**src/rtl/store_narrower.sv**
```systemverilog
// Store-path narrowing unit: aligns a byte/halfword/word store into its lane and
// performs read-modify-write against a data RAM that has no byte enables.
module store_narrower #(
   parameter int ADDR_W = 32
) (
   input  logic              clk,
   input  logic              reset,
   input  logic              req_valid,
   output logic              req_ready,
   input  logic [ADDR_W-1:0] req_addr,
   input  logic [1:0]        req_size,
   input  logic [31:0]       req_data,
   output logic              done,
   output logic              err,
   output logic [ADDR_W-3:0] mem_addr,
   output logic              mem_rd_en,
   input  logic [31:0]       mem_rdata,
   output logic              mem_wr_en,
   output logic [31:0]       mem_wdata
);

   typedef enum logic [2:0] {
      IDLE = 3'd0,
      RD   = 3'd1,
      WR   = 3'd2,
      RESP = 3'd3,
      ERR  = 3'd4
   } state_t;

   localparam logic [1:0] SZ_BYTE = 2'd0;
   localparam logic [1:0] SZ_HALF = 2'd1;
   localparam logic [1:0] SZ_WORD = 2'd2;

   state_t      state;
   state_t      state_nxt;
   logic [1:0]  lane_q;
   logic [1:0]  size_q;
   logic [31:0] data_q;
   logic        accept;

   // Misaligned half/word and the reserved size are rejected without touching memory.
   function automatic logic req_bad(input logic [1:0] size, input logic [1:0] lo);
      case (size)
         SZ_BYTE: req_bad = 1'b0;
         SZ_HALF: req_bad = lo[0];
         SZ_WORD: req_bad = (lo != 2'b00);
         default: req_bad = 1'b1;
      endcase
   endfunction

   function automatic logic [31:0] merge_byte(input logic [31:0] old,
                                              input logic [1:0]  lane,
                                              input logic [7:0]  b);
      merge_byte = old;
      case (lane)
         2'd0:    merge_byte[7:0]   = b;
         2'd1:    merge_byte[15:8]  = b;
         2'd2:    merge_byte[23:16] = b;
         default: merge_byte[31:24] = b;
      endcase
   endfunction

   function automatic logic [31:0] merge_half(input logic [31:0] old,
                                              input logic        upper,
                                              input logic [15:0] h);
      merge_half = old;
      if (upper) merge_half[31:16] = h;
      else       merge_half[15:0]  = h;
   endfunction

   assign accept = (state == IDLE) && req_valid;

   always_ff @(posedge clk) begin
      if (reset) state <= IDLE;
      else       state <= state_nxt;
   end

   // mem_addr is a visible output with a defined reset value, so it gets reset too.
   always_ff @(posedge clk) begin
      if (reset)       mem_addr <= '0;
      else if (accept) mem_addr <= req_addr[ADDR_W-1:2];
   end

   always_ff @(posedge clk) begin
      if (accept) begin
         lane_q <= req_addr[1:0];
         size_q <= req_size;
         data_q <= req_data;
      end
   end

   always_comb begin
      state_nxt = state;
      case (state)
         IDLE: begin
            if (req_valid) begin
               if (req_bad(req_size, req_addr[1:0])) state_nxt = ERR;
               else if (req_size == SZ_WORD)         state_nxt = WR;
               else                                  state_nxt = RD;
            end
         end
         RD:      state_nxt = WR;
         WR:      state_nxt = RESP;
         RESP:    state_nxt = IDLE;
         ERR:     state_nxt = IDLE;
         default: state_nxt = IDLE;
      endcase
   end

   // Outputs decode from state; only mem_wdata also depends on mem_rdata during WR.
   always_comb begin
      req_ready = 1'b0;
      done      = 1'b0;
      err       = 1'b0;
      mem_rd_en = 1'b0;
      mem_wr_en = 1'b0;
      mem_wdata = '0;
      case (state)
         IDLE: req_ready = 1'b1;
         RD:   mem_rd_en = 1'b1;
         WR: begin
            mem_wr_en = 1'b1;
            case (size_q)
               SZ_BYTE: mem_wdata = merge_byte(mem_rdata, lane_q, data_q[7:0]);
               SZ_HALF: mem_wdata = merge_half(mem_rdata, lane_q[1], data_q[15:0]);
               default: mem_wdata = data_q;
            endcase
         end
         RESP: done = 1'b1;
         ERR: begin
            done = 1'b1;
            err  = 1'b1;
         end
         default: ;
      endcase
   end

endmodule

```
**config.mk**
```make
export PLATFORM = sky130hd
export DESIGN_NAME = store_narrower
export DESIGN_NICKNAME = d
export VERILOG_FILES = /design/src/rtl/store_narrower.sv
export SDC_FILE = /design/constraint.sdc
export NUM_CORES = 1
export LEC_CHECK = 0
export CAP_MARGIN = 20
export CORE_MARGIN = 5
export CORE_UTILIZATION = 41
export DETAILED_ROUTE_END_ITERATION = 8
export PLACE_DENSITY_LB_ADDON = 0.1
export RECOVER_POWER = 100
export SLEW_MARGIN = 20
export SYNTH_ARGS = -nofsm -noshare
export SYNTH_HDL_FRONTEND = slang
export SYNTH_SLANG_ARGS = --single-unit
```
**constraint.sdc**
```tcl
create_clock -name clk -period 1.98 [get_ports clk]
set_input_delay 0.396 -clock clk [delete_from_list [all_inputs] [get_ports clk]]
set_output_delay 0.396 -clock clk [all_outputs]
set_load 0.05 [all_outputs]
```
==> results.md, run 1 <==
* Status: finished, violations left
* Failing checks: setup timing
* Cell accounting for the most synthesized area: edfxtp_1
* Sw Share at 32.4%
* RSZ-0062 raised after global routing: yes
* Mapped Area at 3390 um^2
* Vias in the first global route at 3380
* Initial antenna violation count at 2
* Psw at 1.40 mW
* P&R area growth vs syn at 76.9%
* DIE HEIGHT at 101 um
* Max VDD drop at 0.000469 V
* CTS H-Tree Depth at 3
* Final wirelength at 11200 um
* Via count at 3229
* Startpoint Class: flip-flop
* Int Pwr at 2.92 mW
* Core area at 8130 um^2
* Worst Max-Slew Pin Slew at 738 ps
* Port-buffer cells at 167
* Final worst path period share at 122%
* Multi-input logic area at 1670 um^2
* Leakage power at 2.24 nW
* Setup WS post-layout at -426 ps
* Nets at 609
* Area after DPL at 5610 um^2
* Global route overflow at 0
* Final slew viol count at 0
* Final hold viol count at 0
* Dpl hpwl at 8030 um
* Fin Hold WS at 456 ps
* Share of power burned in registers at 39.9%
* Final Setup Violations at 32
* Yosys reg bits at 69
* Cell Pwr Density at 720 nW/um^2
* Worst clock skew at 9.42 ps
* DIE AREA at 10200 um^2
* Num Clock Sinks at 69
* Worst path cell trace: buf_6 -> nand2_8 -> buf_12 -> mux2_4 -> a222oi_1 -> nor2_1 -> buf_12
* Area share of the leading cell type in the synthesized netlist at 31.9%
* Worst skew pair latency at 350 ps
* Yosys warns at 0
* Total power at 4.32 mW
* Finished Layout Cells at 621
* Max incr delay on CP at 430 ps
* RD Place Congestion at 0.775
* Clock share of power at 27.7%
* Row cnt at 33
* Most used cell along the critical path: buf_12
* Largest net degree at the start of global routing at 49
* Crit end category: primary output
* Vias per std cell at 5.20
* Root buf cell: clkbuf_8
* CP top delay family: buffers and inverters
* Storage element area at 1740 um^2
* Fillers at 600
* Critical-path maximum fanout at 8
* Clk pin slew, worst setup/hold paths at 80 ps
* Post-synthesis sequential area ratio at 51.4%
* First-pass GRT wire length at 16500 um
* Initial DRC count at 210
* Final Cell Area at 5990 um^2
* I/O pin count at 168
* Share of post-route cells with drive strength above 1 at 27.1%
* Syn nets at 434
* Deepest clock path buffer count at 2
* Post-Syn Area per Cell at 10.2 um^2
* Slew margin rel. at 50.8%
* Synth top area cells: edfxtp_1 (32%), dfxtp_1 (20%), mux2_2 (8.0%)
* Tot GR Track Use at 21.3%
* Syn Inst Count at 333
* DR pass1 iterations at 5
* Min-delay worst type: reg -> reg
* CTS tree: yes
* Fin util at 73.7%
* Antenna viol nets, final at 0
* Num CTS Buffers at 9
* Critical path arrival at 2010 ps
* Critical path class: reg -> out
* Combinational Power Share at 32.4%
* Most frequent cells in the layout: clkdlybuf4s50_1 (94), nand2_1 (64), a21oi_1 (39), edfxtp_1 (36), dlygate4sd3_1 (36)
* Commonest non-fill, non-tap cell in the layout: clkdlybuf4s50_1
* DRC viols at 0
* Fmax at 416 MHz
* Post-synthesis cell type count at 33
* CP Buf/Inv Count at 3
* CP max stage cell: edfxtp_1
* Routed WL per cell at 18.1 um
* Die Wd at 101 um
* CP required at 1580 ps
* Tmin final at 2410 ps
* Setup slack, reg-to-reg at 160 ps
* Initial Util at 41.6%
* Placed insts at 599
* Max cap viols at 0
cell families (layout without fill, tap and decap cells):
group | after synthesis | count (layout) | synth area share [%]
DFF | 69 | 69 | 51.4
and+or+nand+nor | 119 | 119 | 15.8
muxes | 41 | 41 | 14.2
AOI/OAI and AO/OA | 75 | 75 | 14.6
other | 0 | 3 | 0
buffers and inverters | 29 | 209 | 3.95
Yosys cell counts (all sizes together):
cell type / n
o21bai: 1
nand2b: 9
a2111oi: 1
a311oi: 1
mux2: 33
a31oi: 1
buf: 14
a22oi: 7
or2: 1
a21oi: 47
o21ai: 1
nand3: 1
nor2b: 10
clkbuf: 12
dfxtp: 33
nor2: 27
nor3b: 2
nand2: 65
a222oi: 16
edfxtp: 36
mux2i: 8
nor4: 2
inv: 3
nor3: 2
final cells by class:
cell class / count / area share, %
Antenna cell: 3 / 0.125
Multi-Input combinational cell: 235 / 27.8
Clock buffer: 12 / 2.97
Clock inverter: 4 / 0.543
Tap cell: 105 / 2.19
Sequential cell: 69 / 29.1
Inverter: 3 / 0.188
Timing Repair Buffer: 190 / 37.1
routing by layer:
layer	GRT usage [%]	share of wire (%)	vias to the layer above	routed length (um)
met5	0	0	-	0
met4	7.16	2.0	0	225
met3	9.69	11	17	1250
met2	38.6	51	130	5760
met1	21.4	36	1528	4000
li1	-	-	1554	-
sequential cells by signal (all words and copies together) (netlist names):
| register | count |
|---|---|
| lane_q | 2 |
| state | 3 |
| mem_addr | 30 |
| size_q | 2 |
| data_q | 32 |
power by group through the flow:
stage                     clock, mW  combinational, mW  sequential, mW
after detailed placement          0               1.36            1.75
after floorplan                   0              0.601            1.88
after global placement            0               1.34            1.75
after CTS                      1.23               1.40            1.72
after global routing           1.31               1.48            1.73
final                          1.20               1.40            1.72
worst min-delay path: stages (launching register included):
cell	delay [ps]
dfxtp_1	310
nand2_1	50
a21oi_1	50
worst paths after layout:
path | from | endpoint | cells after the start
worst max register to register | state[0] | mem_addr[16] | 6
worst max-delay path | lane_q[1] | mem_wdata[31] | 7
worst min register to register | mem_addr[18] | mem_addr[18] | 2
worst min-delay path | mem_addr[18] | mem_addr[18] | 2
metrics by stage:
stage / setup slack (ps) / setup TNS [ps]
3_3_place_gp: -106 / -1130
3_5_place_dp: -137 / -1500
2_1_floorplan: -203 / -3340
6_report: -426 / -10680
4_1_cts: -402 / -11020
5_1_grt: -546 / -15420
repair_timing:
action,4_1_cts,5_1_grt
buffers inserted,1,1
pin swaps,27,8
hold buffers,0,0
cloned,0,1
resized for setup,23,16
endpoints found under the setup margin,32,34
No activity file was read; power rests on OpenSTA's default activity.
==> run 2: changes to the inputs <==
SLEW_MARGIN = 0   (was 20)
==> results of run 2 <==
Final layout, timing and power as in run 1 (identical DEF).
